## src/rtl/vga_seq_pkg.sv

```systemverilog
`default_nettype none
// ============================================================================
// Module      : vga_seq_pkg
// Description : Shared types and default widths for the VGA draw sequencer.
//               seq_state_t  - sequencer FSM encoding
//               SCR_*        - default coordinate/colour widths (160x120, 3-bit)
// Revision    : 1.0 - initial release
// ============================================================================
package vga_seq_pkg;

    typedef enum logic [2:0] {
        IDLE = 3'd0,
        SEEK = 3'd1,
        RUN  = 3'd2,
        GAP  = 3'd3,
        DONE = 3'd4
    } seq_state_t;

    localparam int SCR_X_W   = 8;
    localparam int SCR_Y_W   = 7;
    localparam int SCR_COL_W = 3;

endpackage
`default_nettype wire

```

## src/rtl/vga_client_mux.sv

```systemverilog
`default_nettype none
// ============================================================================
// Module      : vga_client_mux
// Description : Combinational N-way pixel select. Forwards the x/y/colour/plot
//               of client idx when valid is high, otherwise drives all zero.
// Ports       : idx, valid                          - selection and gate
//               client_x/y/colour/plot              - packed client buses
//               vga_x/vga_y/vga_colour/vga_plot     - selected pixel
// Revision    : 1.0 - initial release
// ============================================================================
module vga_client_mux
    import vga_seq_pkg::*;
#(
    parameter int N_CLIENTS = 4,
    parameter int X_W       = SCR_X_W,
    parameter int Y_W       = SCR_Y_W,
    parameter int COL_W     = SCR_COL_W,
    parameter int IDX_W     = $clog2(N_CLIENTS)
) (
    input  logic [IDX_W-1:0]           idx,
    input  logic                       valid,
    input  logic [N_CLIENTS*X_W-1:0]   client_x,
    input  logic [N_CLIENTS*Y_W-1:0]   client_y,
    input  logic [N_CLIENTS*COL_W-1:0] client_colour,
    input  logic [N_CLIENTS-1:0]       client_plot,
    output logic [X_W-1:0]             vga_x,
    output logic [Y_W-1:0]             vga_y,
    output logic [COL_W-1:0]           vga_colour,
    output logic                       vga_plot
);

    always_comb begin
        vga_x      = '0;
        vga_y      = '0;
        vga_colour = '0;
        vga_plot   = 1'b0;
        for (int i = 0; i < N_CLIENTS; i++) begin
            if (valid && (idx == IDX_W'(i))) begin
                vga_x      = client_x[i*X_W +: X_W];
                vga_y      = client_y[i*Y_W +: Y_W];
                vga_colour = client_colour[i*COL_W +: COL_W];
                vga_plot   = client_plot[i];
            end
        end
    end

endmodule
`default_nettype wire

```

## src/rtl/vga_draw_sequencer.sv

```systemverilog
`default_nettype none
// ============================================================================
// Module      : vga_draw_sequencer
// Description : Runs up to N_CLIENTS drawing clients one at a time through a
//               start/done handshake and muxes the running client's pixel
//               stream onto the single vga_adapter port. Supports a per-client
//               enable mask, loop mode, abort and auto-run after reset.
// Ports       : clk, rst_n                 - clock, async active-low reset
//               go, abort, loop, en_mask   - sequence control
//               client_start/done          - per-client handshake
//               client_x/y/colour/plot     - packed client pixel buses
//               vga_x/y/colour/plot        - muxed pixel to the adapter
//               busy, seq_done, cur_idx    - status
// Revision    : 1.0 - initial release
// ============================================================================
module vga_draw_sequencer
    import vga_seq_pkg::*;
#(
    parameter int N_CLIENTS = 4,
    parameter int X_W       = SCR_X_W,
    parameter int Y_W       = SCR_Y_W,
    parameter int COL_W     = SCR_COL_W,
    parameter int AUTO_RUN  = 1,
    localparam int IDX_W    = $clog2(N_CLIENTS)
) (
    input  logic                       clk,
    input  logic                       rst_n,
    input  logic                       go,
    input  logic                       abort,
    input  logic                       loop,
    input  logic [N_CLIENTS-1:0]       en_mask,
    output logic [N_CLIENTS-1:0]       client_start,
    input  logic [N_CLIENTS-1:0]       client_done,
    input  logic [N_CLIENTS*X_W-1:0]   client_x,
    input  logic [N_CLIENTS*Y_W-1:0]   client_y,
    input  logic [N_CLIENTS*COL_W-1:0] client_colour,
    input  logic [N_CLIENTS-1:0]       client_plot,
    output logic [X_W-1:0]             vga_x,
    output logic [Y_W-1:0]             vga_y,
    output logic [COL_W-1:0]           vga_colour,
    output logic                       vga_plot,
    output logic                       busy,
    output logic                       seq_done,
    output logic [IDX_W-1:0]           cur_idx
);

    localparam logic [N_CLIENTS-1:0] c_START_LSB = N_CLIENTS'(1);
    localparam logic [IDX_W-1:0]     c_LAST_IDX  = IDX_W'(N_CLIENTS - 1);

    seq_state_t           r_state;
    logic [IDX_W-1:0]     r_idx;
    logic [N_CLIENTS-1:0] r_mask;
    logic                 r_loop;
    logic [N_CLIENTS-1:0] r_start;
    logic                 r_busy;
    logic                 r_seq_done;
    // Set by reset; the first edge after release consumes it as an implicit go.
    logic                 r_auto_pend;

    logic                 w_go;
    logic [N_CLIENTS-1:0] w_go_mask;
    logic                 w_go_loop;
    logic                 w_found;
    logic [IDX_W-1:0]     w_found_idx;

    assign w_go      = go | r_auto_pend;
    assign w_go_mask = r_auto_pend ? '1   : en_mask;
    assign w_go_loop = r_auto_pend ? 1'b0 : loop;

    // Lowest enabled client at or above the current index. Scanning downwards
    // lets the last hit (the lowest index) win.
    always_comb begin
        w_found     = 1'b0;
        w_found_idx = '0;
        for (int i = N_CLIENTS - 1; i >= 0; i--) begin
            if (r_mask[i] && (IDX_W'(i) >= r_idx)) begin
                w_found     = 1'b1;
                w_found_idx = IDX_W'(i);
            end
        end
    end

    always_ff @(posedge clk or negedge rst_n) begin
        if (!rst_n) begin
            r_state     <= IDLE;
            r_idx       <= '0;
            r_mask      <= '0;
            r_loop      <= 1'b0;
            r_start     <= '0;
            r_busy      <= 1'b0;
            r_seq_done  <= 1'b0;
            r_auto_pend <= (AUTO_RUN != 0);
        end else begin
            r_auto_pend <= 1'b0;
            if (abort) begin
                r_state    <= IDLE;
                r_start    <= '0;
                r_busy     <= 1'b0;
                r_seq_done <= 1'b0;
            end else begin
                case (r_state)
                    IDLE, DONE: begin
                        if (w_go) begin
                            r_mask     <= w_go_mask;
                            r_loop     <= w_go_loop;
                            r_idx      <= '0;
                            r_state    <= SEEK;
                            r_busy     <= 1'b1;
                            r_seq_done <= 1'b0;
                        end
                    end
                    SEEK: begin
                        if (w_found) begin
                            r_state <= RUN;
                            r_idx   <= w_found_idx;
                            r_start <= c_START_LSB << w_found_idx;
                        end else if (r_loop && (r_mask != '0)) begin
                            r_idx <= '0;
                        end else begin
                            r_state    <= DONE;
                            r_busy     <= 1'b0;
                            r_seq_done <= 1'b1;
                        end
                    end
                    RUN: begin
                        // Only the running client's done counts.
                        if (client_done[r_idx]) begin
                            r_state <= GAP;
                            r_start <= '0;
                        end
                    end
                    GAP: begin
                        if (r_idx == c_LAST_IDX) begin
                            if (r_loop) begin
                                r_idx   <= '0;
                                r_state <= SEEK;
                            end else begin
                                r_state    <= DONE;
                                r_busy     <= 1'b0;
                                r_seq_done <= 1'b1;
                            end
                        end else begin
                            r_idx   <= r_idx + IDX_W'(1);
                            r_state <= SEEK;
                        end
                    end
                    default: begin
                        r_state <= IDLE;
                        r_start <= '0;
                        r_busy  <= 1'b0;
                    end
                endcase
            end
        end
    end

    assign client_start = r_start;
    assign busy         = r_busy;
    assign seq_done     = r_seq_done;
    assign cur_idx      = r_idx;

    // Pixel path is purely combinational so clients see no added latency.
    vga_client_mux #(
        .N_CLIENTS (N_CLIENTS),
        .X_W       (X_W),
        .Y_W       (Y_W),
        .COL_W     (COL_W),
        .IDX_W     (IDX_W)
    ) u_mux (
        .idx           (r_idx),
        .valid         (r_state == RUN),
        .client_x      (client_x),
        .client_y      (client_y),
        .client_colour (client_colour),
        .client_plot   (client_plot),
        .vga_x         (vga_x),
        .vga_y         (vga_y),
        .vga_colour    (vga_colour),
        .vga_plot      (vga_plot)
    );

endmodule
`default_nettype wire

```

## config.mk

```make
export PLATFORM = sky130hd
export DESIGN_NAME = vga_draw_sequencer
export DESIGN_NICKNAME = d
export VERILOG_FILES = /design/src/rtl/vga_seq_pkg.sv /design/src/rtl/vga_client_mux.sv /design/src/rtl/vga_draw_sequencer.sv
export SDC_FILE = /design/constraint.sdc
export NUM_CORES = 1
export LEC_CHECK = 0
export ABC_AREA = 1
export CORE_MARGIN = 10
export CORE_UTILIZATION = 38
export CTS_BUF_LIST = sky130_fd_sc_hd__clkbuf_4
export DETAILED_ROUTE_END_ITERATION = 10
export PLACE_DENSITY = 0.81
export RECOVER_POWER = 50
export SYNTH_ARGS = -nofsm -noshare
export SYNTH_HDL_FRONTEND = slang
export SYNTH_SLANG_ARGS = --single-unit
export TNS_END_PERCENT = 20
```

## constraint.sdc

```tcl
create_clock -name clk -period 2.55 [get_ports clk]
set_input_delay 0.6375 -clock clk [delete_from_list [all_inputs] [get_ports clk]]
set_output_delay 0.6375 -clock clk [all_outputs]
set_load 0.1 [all_outputs]
```

# Word-level counts from Yosys, hierarchy flattened

Index checks and enable logic that the tools add are counted.

Output and inout port bits: 27
Flip-flop bits (word level): 17
Input bits: 89
Word-level logic and storage cells: 119

Magnitude comparators: 5
Bitwise gates (word level): 2
Shift operators: 1
Add/sub/neg operators: 1
Reductions and logical operators: 22
Mux-type cells: 60
Equality and inequality tests: 20

Operators by type and width:

| kind                                                             | number |
|---|---|
| two-way mux 3 bit                                                | 11 |
| two-way mux 8 bit                                                | 4 |
| two-way mux 7 bit                                                | 4 |
| != test 3 bit, second input constant                             | 9 |
| two-way mux 1 bit                                                | 22 |
| two-way mux 2 bit                                                | 9 |
| two-way mux 4 bit                                                | 4 |
| case mux 3 bit (4 select lines)                                  | 1 |
| case mux 4 bit (3 select lines)                                  | 1 |
| AND reduction 6 bit                                              | 2 |
| logical AND 1 bit                                                | 9 |
| AND reduction 3 bit                                              | 3 |
| nonzero test 4 bit                                               | 2 |
| == test 3 x 2 -> 1 bit, second input constant                    | 2 |
| case mux 2 bit (3 select lines)                                  | 1 |
| AND reduction 5 bit                                              | 1 |
| == test 2 bit, second input constant                             | 2 |
| greater-or-equal comparator 1 x 2 -> 1 bit, first input constant | 2 |
| greater-or-equal comparator 2 bit, first input constant          | 2 |
| != test 2 bit, second input constant                             | 2 |
| != test 4 bit, second input constant                             | 1 |
| case mux 1 bit (4 select lines)                                  | 1 |
| << shifter 1 x 2 -> 4 bit, first input constant                  | 1 |
| == test 3 x 1 -> 1 bit, second input constant                    | 1 |
| 14 further kinds                                                 | 14 |

# Logic depth before layout (Yosys ltp)

Gate-level depths: netlist of run 1.

Depth in word-level cells: 10
Depth in mapped cells: 12
Depth with buffers taken out: 12

# By module

A second synthesis of run 1 with hierarchy kept.

Cells, all modules: 278
Area total of the unflattened synthesis: 1,888.1 sq um

Modules (own cells, without submodules):

| module             | area an instance (sq um) | cells an instance | times used | sequential area each (sq um) |
|---|---|---|---|---|
| vga_draw_sequencer | 1,148.6                  | 158               | 1          | 426.7 |
| vga_client_mux     | 739.5                    | 120               | 1          | 0.0 |

# Least setup slack after synthesis of run 1

OpenSTA, ideal clock, no wires.

Path type: register -> output
From: register r_idx[1], in the netlist cur_idx[1]
To: output vga_y[5]
Stages on the path, launching flop included: 10
Arrival time: 2.846 ns
Path buffers: 2
Required time: 1.913 ns
Path slack: -0.934 ns
Path through: dfrtp_1 > inv_1 > ha_1 > inv_1 > clkbuf_1 > buf_2 > nand3_1 > nand3_1 > nand3_1 > nand2_1

Cells in the longest elaborated chain, start to end: 6
Elaborated cells on any way between the ends: 12
Classes of those cells: 3 x eq/ne; 4 x mux; 5 x reduce/logical

Ends and longest elaborated chain:

| item                            | line                      | text |
|---|---|---|
| from (decl)                     | vga_draw_sequencer.sv:51  | `logic [IDX_W-1:0] r_idx;` |
| from (signal assigned)          | vga_draw_sequencer.sv:115 | `r_idx <= w_found_idx;` |
| from (signal assigned)          | vga_draw_sequencer.sv:143 | `r_idx <= r_idx + IDX_W'(1);` |
| zero test 2 bit                 | vga_client_mux.sv:38      | `if (valid && (idx == IDX_W'(i))) begin` |
| logical AND 1 bit               | vga_client_mux.sv:38      |  |
| two-way mux 7 bit (3 in series) | vga_client_mux.sv:38      |  |
| two-way mux 7 bit *             | vga_client_mux.sv:38      |  |
| to (decl)                       | vga_draw_sequencer.sv:39  | `output logic [Y_W-1:0] vga_y,` |

Every way passes the cells marked *; elsewhere a longest branch is shown, timed or not.

# Worst setup path after layout of run 1

From: register r_state[1]
To: output vga_y[0]

Cells in the longest elaborated chain, start to end: 6
Elaborated cells on any way between the ends: 9
Classes of those cells: 1 x eq/ne; 4 x mux; 4 x reduce/logical

Ends and longest elaborated chain:

| item                            | line                      | text |
|---|---|---|
| from (decl)                     | vga_draw_sequencer.sv:50  | `seq_state_t r_state;` |
| from (signal assigned)          | vga_draw_sequencer.sv:85  | `r_state <= IDLE;` |
| from (signal assigned)          | vga_draw_sequencer.sv:96  | `r_state <= IDLE;` |
| from (signal assigned)          | vga_draw_sequencer.sv:107 | `r_state <= SEEK;` |
| == test 3 x 2 -> 1 bit *        | vga_draw_sequencer.sv:171 | `.valid (r_state == RUN),` |
| logical AND 1 bit               | vga_client_mux.sv:38      |  |
| two-way mux 7 bit (3 in series) | vga_client_mux.sv:38      |  |
| two-way mux 7 bit *             | vga_client_mux.sv:38      |  |

Marks and branches as above.

==> run summary, run 1 <==
The flow ran to the end, but the final reports show violations. The final reports fail on setup timing. Sequential fraction of the synthesis area: 0.240.

The tools report the clock tree root buffer cell as clkbuf_4. The tools report the slack of the critical path as -0.179 ns. The worst setup path is captured at an output port. The required time at the worst-slack endpoint is 1.91 ns, and the share of the cycle needed by the critical path after routing is 1.07.

The routed design has 12900 um of wire. For the initial antenna violation count, the log shows 2. For the worst setup path, the data arrival time is 2.09 ns. Subtracting the final worst setup slack from the clock period gives 2.73 ns. At the end of the flow, the number of nets in the layout was 538. Power comes to 3.60 mW. The startpoint identified for the worst register-to-register timing path is cur_idx[0]. The initial core utilization was 0.400.

The tool flagged a number of max-cap violations equal to 0. In this run the vertical extent of the chip is 88.4 um. The detailed router finished its first iteration with 324 violations.

The cell class contributing the biggest share of worst-path delay was simple AND/OR/NAND/NOR gates. 116 I/O pins were placed. In this run the tool buffered the top-level ports with 115 buffer cells. The synthesized cell area was 1780 um2; the global-route congestion overflow total was 0.

The tools report the hold buffer count at CTS as 0. The logs give 1 for the count of H-tree levels built during CTS and 0 for the number of hold-slack violations in the final timing report. Largest area contributor in the netlist: nand2_1.

The detail route stage leaves a number of antenna-violating nets equal to 0. The most critical setup path has its startpoint at r_state[1]. For the number of global-route vias before repair, the log shows 3055.

In the layout the commonest cells are clkdlybuf4s50_1, nand2_1, nand3_2. Setup repair after global routing could not meet its margin everywhere. The Yosys warning count was 0. For the pin with the worst max-slew slack, the measured transition is 1.17 ns.

Detailed routing inserted a total of 3121 vias. The logs give -2.77 ns for the final total negative setup slack and 0.751 mV for the maximum vdd ir drop. The remaining design rule violation count came out at 0.

Cell with the biggest individual delay on the critical path: dfrtp_1. Type of the setup path with the least slack: reg2out. The area of the die is 7810 um2.

The tools report the routability congestion estimate from global placement as 0.966. On the final layout, the worst clock skew is 0.00219 ns. The overall die width is 88.4 um, and the HPWL reported at the end of detailed placement is 6660 um. Setup violations remaining at the end of the flow were counted as 19. TritonCTS built the clock tree. The first global-routing pass estimated 17400 um of wire. Synthesis produced a netlist with a net count of 401. The critical path goes through nand2_2 -> nor2_4 -> nand2_4 -> buf_12 -> or2_2 -> nand3_1 -> nand2_2 -> buf_12.

Buffers plus inverters on the worst setup path: 2. By area the synthesized netlist is led by nand2_1, dfrtp_1, nand3_1. Power spread over the standard cell area amounts to 911 nW/um2. 0 antenna diodes ended up in the layout. Clock latency on the worst-skew pair, taken at its later pin, is 0.29 ns. The startpoint class of the critical path is a flop.

Clock-pin slew was measured on the worst setup and hold paths at 0.09 ns. Entering global routing, the biggest net connects 20 pins. The count of different cell masters after synthesis is 22.

The number of clock sinks seen by CTS is 17, and the highest clock rate is 0.366 GHz. Post-synthesis register bit count: 17. The overall routing resource usage is 0.287.

The area added between synthesis and finish was 122%; the maximum fanout encountered on the critical timing path was 18. Max-slew headroom at the worst pin: 0.221. The library cell used most frequently in the layout, excluding fill and tap cells, is clkdlybuf4s50_1.

The run gives 2 as the clock tree buffer depth. After detailed routing, the number of vias per cell comes to 6.29. The share of the core filled with cells in the final layout was 0.889.

The startpoint identified for the worst hold timing path is busy. The worst hold path belongs to the class reg2reg. In this run the core area contains 24 standard-cell rows.

The fraction of post-synthesis cell area in the top cell type by area was 0.247; the number of iterations in the first detailed-routing pass was 6. Counting the buffers created by CTS gives 3. The longest individual stage delay on the worst path was 0.53 ns. The average instance area after synthesis was 5.77 um2; the standard cell core area was 4440 um2. After technology mapping, the gate count stands at 308. Leakage power summed over all cells: 1.84 nW. The share of final-layout standard cells stronger than drive strength 1 was 0.385; the count of pins over their slew limit was 0.

Dividing the detail-routed wire length by the instance count gives 25.9 um.
-- power breakdown --
group | switching (mW) | internal [mW]
clock network | 0.0805 | 0.0714
registers | 0.106 | 0.376
logic | 1.89 | 1.07
total | 2.08 | 1.52
-- final cells by class --
cell class	count	area, um2
clock buffer	4	30.0
fill	189	493
inverter	22	106
multi-input combinational	258	1630
sequential	17	435
tap	52	65.1
timing repair buffer	142	1680
timing repair inverter	1	6.26
-- sequential cells by signal (all words and copies together), names as in the netlist --
| signal | cells |
|---|---|
| busy | 1 |
| client_start | 4 |
| cur_idx | 2 |
| r_auto_pend | 1 |
| r_loop | 1 |
| r_mask | 4 |
| r_state | 3 |
| seq_done | 1 |
-- final timing paths --
kind,slack [ns],depth (start not counted),endpoint
worst max-delay path,-0.18,8,vga_y[0]
worst min-delay path,0.48,2,busy
worst max register to register,0.33,15,client_start[0]
worst min register to register,0.48,2,busy
max in group asynchronous,1.14,1,cur_idx[1]
min in group asynchronous,0.86,1,client_start[3]
-- through the flow --
stage | worst slack (ns) | instance area (um2) | cells | hold WS [ns]
after global routing | -0.239 | 3950 | 496 | 0.530
after global placement | 0.194 | 3280 | 471 | 0.463
after detailed placement | 0.157 | 3280 | 471 | 0.464
after CTS | -0.0342 | 3910 | 499 | 0.492
final | -0.179 | 3950 | 496 | 0.481
after floorplan | 0.0141 | 1900 | 308 | 0.342
-- tightest hold or removal path, stage by stage, from the launching register on --
cell     delay, ns
dfrtp_1       0.35
nand2_1       0.05
nand2_1       0.05
-- Yosys cell counts --
library cell	count
o21ai_0	10
nor2_1	20
dfstp_2	1
nand2_1	117
ha_1	4
nor2_2	3
or2_2	18
buf_2	4
nand3_1	73
nand4_1	1
dfrtp_1	16
clkbuf_1	3
or2_0	1
inv_1	20
conb_1	1
buf_6	3
a21oi_1	5
nand3_2	2
nand3b_1	2
o21a_1	1
inv_2	2
buf_4	1
-- logic make-up after synthesis --
logic type | count (synthesis) | share of synthesized area
compound gates | 16 | 0.0465
fa+ha+maj | 4 | 0.0282
buf+inv | 33 | 0.0873
flops | 17 | 0.240
other cells | 1 | 0.00211
simple gates | 237 | 0.596
-- timing repair --
item | in CTS | in global routing
setup endpoints to repair | 19 | 19
buffers inserted | 16 | 2
pin swaps | 17 | 29
gates cloned | 8 | 0
gates resized for setup | 72 | 37
-- metal layers --
| layer | routed length [um] | GRT usage | vias up | share of wire |
|---|---|---|---|---|
| li1 | - | - | 1270 | - |
| met1 | 4200 | 0.307 | 1429 | 0.33 |
| met2 | 5850 | 0.495 | 322 | 0.46 |
| met3 | 1880 | 0.103 | 96 | 0.15 |
| met4 | 888 | 0.134 | 4 | 0.069 |
| met5 | 27 | 0 | - | 0.0021 |
No activity file was read; power rests on OpenSTA's default activity.
==> run 2: changes to the inputs <==
Settings changed: RECOVER_POWER 50 to not set.
==> run summary, run 2 (synthesized netlist as in run 1, its figures left out) <==
The logs give 0.762 mV (was 0.751 mV) for the maximum vdd ir drop and 20 (unchanged) for the largest net degree at the start of global routing. The highest clock rate was 0.366 GHz (about the same); the overall routing resource usage was 0.287 (unchanged). The number of nets at the end of the flow was 538 (unchanged). The logs give 0 (unchanged) for the remaining design rule violation count and 0.00205 ns (was 0.00219 ns) for the worst clock skew on the final layout. The number of clock sinks seen by CTS was 17 (unchanged); the number of cell instances on the worst register-to-register path was 15 (unchanged). The critical path capture point type is an output port (unchanged). The leakage power summed over all cells came out at 1.85 nW (was 1.84 nW). The HPWL reported at the end of detailed placement came out at 6660 um (unchanged). The footprint of the multi-input gates is 1630 um2 (unchanged). The remaining antenna violation count is 0 (unchanged), and the number of cell rows is 24 (unchanged).

The maximum fanout encountered on the critical timing path was 18 (unchanged); the later-pin clock latency in the skew report was 0.29 ns (about the same). The die outline height works out to 88.4 um (unchanged). Failing checks: setup timing (unchanged). The logs give 0.892 (was 0.889) for the share of the core filled with cells in the final layout and 6 (unchanged) for the number of iterations in the first detailed-routing pass. The run gives 0.157 ns (unchanged) as the pre-CTS setup slack.

The flow ran to the end, but the final reports show violations. The number of violations of the max-capacitance limit was 0 (unchanged). The count of routing violations after the opening detailed-route iteration is 324 (unchanged). Final-report setup violation count: 19 (unchanged). Type of the setup path with the least slack: reg2out (unchanged).

The run gives 0 (unchanged) as the hold buffer count at CTS. Clock tree buffer depth: 2 (unchanged). Setup repair after global routing could not meet its margin everywhere. The most frequent standard cell in the layout excluding fill and tap cells is clkdlybuf4s50_1 (unchanged). The run gives 1.91 ns (about the same) as the required time at the worst-slack endpoint. The tools report the standard cell core area as 4440 um2 (unchanged). The number of instances on the worst hold path was 2 (unchanged); the routed via count divided by cell count was 6.18 (was 6.29). The power density of the placed cells came out at 911 nW/um2 (about the same). Type of the tightest min-delay check: reg2reg (unchanged). The shortest period the worst path allows works out to 2.73 ns (about the same). The tools report the flip-flop and latch area as 435 um2 (unchanged).

The total CTS buffers was 3 (unchanged). The number of hold-slack violations in the final timing report was 0 (unchanged); the number of fillers in the final layout was 187 (was 189). The detailed-route wire length per cell works out to 25.8 um (was 25.9 um). The share of the cycle needed by the critical path after routing works out to 1.07 (about the same). The tools report the slack of the critical path as -0.180 ns (was -0.179 ns). The via count is 3065 (was 3121), and the number of global-route vias before repair is 3055 (unchanged).

Count of pins over their slew limit: 0 (unchanged). The area of the die is 7810 um2 (unchanged), and the sum of routed wire length over all layers is 12800 um (was 12900 um). Initial antenna violation count: 2 (unchanged). The count of input and output buffers was 115 (unchanged). TritonCTS built the clock tree. The clock tree root buffer cell was clkbuf_4 (unchanged). Leading cell types in the layout, fill and taps excluded: clkdlybuf4s50_1, nand2_1, nand3_2 (unchanged). The share of final-layout standard cells stronger than drive strength 1 was 0.392 (was 0.385). The actual slew at the worst max-slew pin is 0.757 ns (was 1.17 ns). The area added between synthesis and finish was 123% (was 122%); the max-slew headroom at the worst pin was 0.494 (was 0.221). Clock transition time at the flip-flop clock pins of the worst setup and hold paths: 0.09 ns (about the same). The overall die width is 88.4 um (unchanged). The tools report the global-route congestion overflow total as 0 (unchanged).

I/O pin count: 116 (unchanged). The arrival time of the worst setup path is 2.09 ns (about the same). The routability congestion estimate from global placement came out at 0.966 (unchanged). The logs give 0 (unchanged) for the number of diodes added for antenna fixing and 1 (unchanged) for the count of H-tree levels built during CTS. The logs give 17400 um (unchanged) for the first-pass GRT wire length and 0.400 (unchanged) for the initial core utilization. The tools report the startpoint class of the critical path as a flop (unchanged).
-- run 2: area by class of cell --
| cell class | instances | area share |
|---|---|---|
| well taps | 52 | 0.0164 |
| repair buffers | 142 | 0.427 |
| flip-flops and latches | 17 | 0.110 |
| multi-input cells | 258 | 0.411 |
| repair inverters | 1 | 0.00158 |
| clock buffers | 4 | 0.00758 |
| inverters | 22 | 0.0268 |
-- run 2: path summary, 6_finish.rpt --
| path | slack [ns] | to | startpoint |
|---|---|---|---|
| setup / recovery | -0.18 | vga_y[0] | r_state[1] |
| hold / removal | 0.49 | busy | busy |
| setup reg to reg | 0.34 | client_start[0] | cur_idx[0] |
| hold reg to reg | 0.49 | busy | busy |
| max in group asynchronous | 1.21 | cur_idx[1] | rst_n |
| min in group asynchronous | 0.79 | client_start[3] | rst_n |
-- run 2: where the power goes --
part / switching [mW] / leakage [nW] / internal (mW) / total [mW]
Clock: 0.0808 / 0.0184 / 0.0714 / 0.152
Sequential: 0.107 / 0.214 / 0.376 / 0.483
Combinational: 1.89 / 1.62 / 1.09 / 2.98
Total: 2.08 / 1.85 / 1.54 / 3.61
-- run 2: metrics by stage --
stage / setup TNS, ns / area [um2] / instances / power [mW] / hold WS, ns
floorplan: 0 / 1900 / 308 / 2.02 / 0.342
global placement: 0 / 3280 / 471 / 2.75 / 0.463
detailed placement: 0 / 3280 / 471 / 2.78 / 0.464
CTS: -0.396 / 3910 / 499 / 3.45 / 0.492
global route: -3.97 / 3960 / 496 / 3.75 / 0.532
finish: -2.81 / 3960 / 496 / 3.61 / 0.486
-- run 2: what timing repair did --
action                                  CTS  global route
endpoints found under the setup margin   19            19
buffers inserted                         16             2
pin swaps                                17            29
gates resized for setup                  72            37
endpoints found under the hold margin     0             0
gates cloned                              8             0
-- run 2: per-layer routing --
layer	track usage	vias to the layer above	share of wire
met5	0	-	0.0021
li1	-	1268	-
met1	0.307	1388	0.33
met3	0.103	104	0.14
met4	0.134	4	0.076
met2	0.495	301	0.45
-- run 2: critical path, cell delays in order (launching register included) --
cell and delay, ns:
dfrtp_1 0.53, nand2_2 0.16, nor2_4 0.18, nand2_4 0.11
buf_12 0.16, or2_2 0.28, nand3_1 0.12, nand2_2 0.08
buf_12 0.17
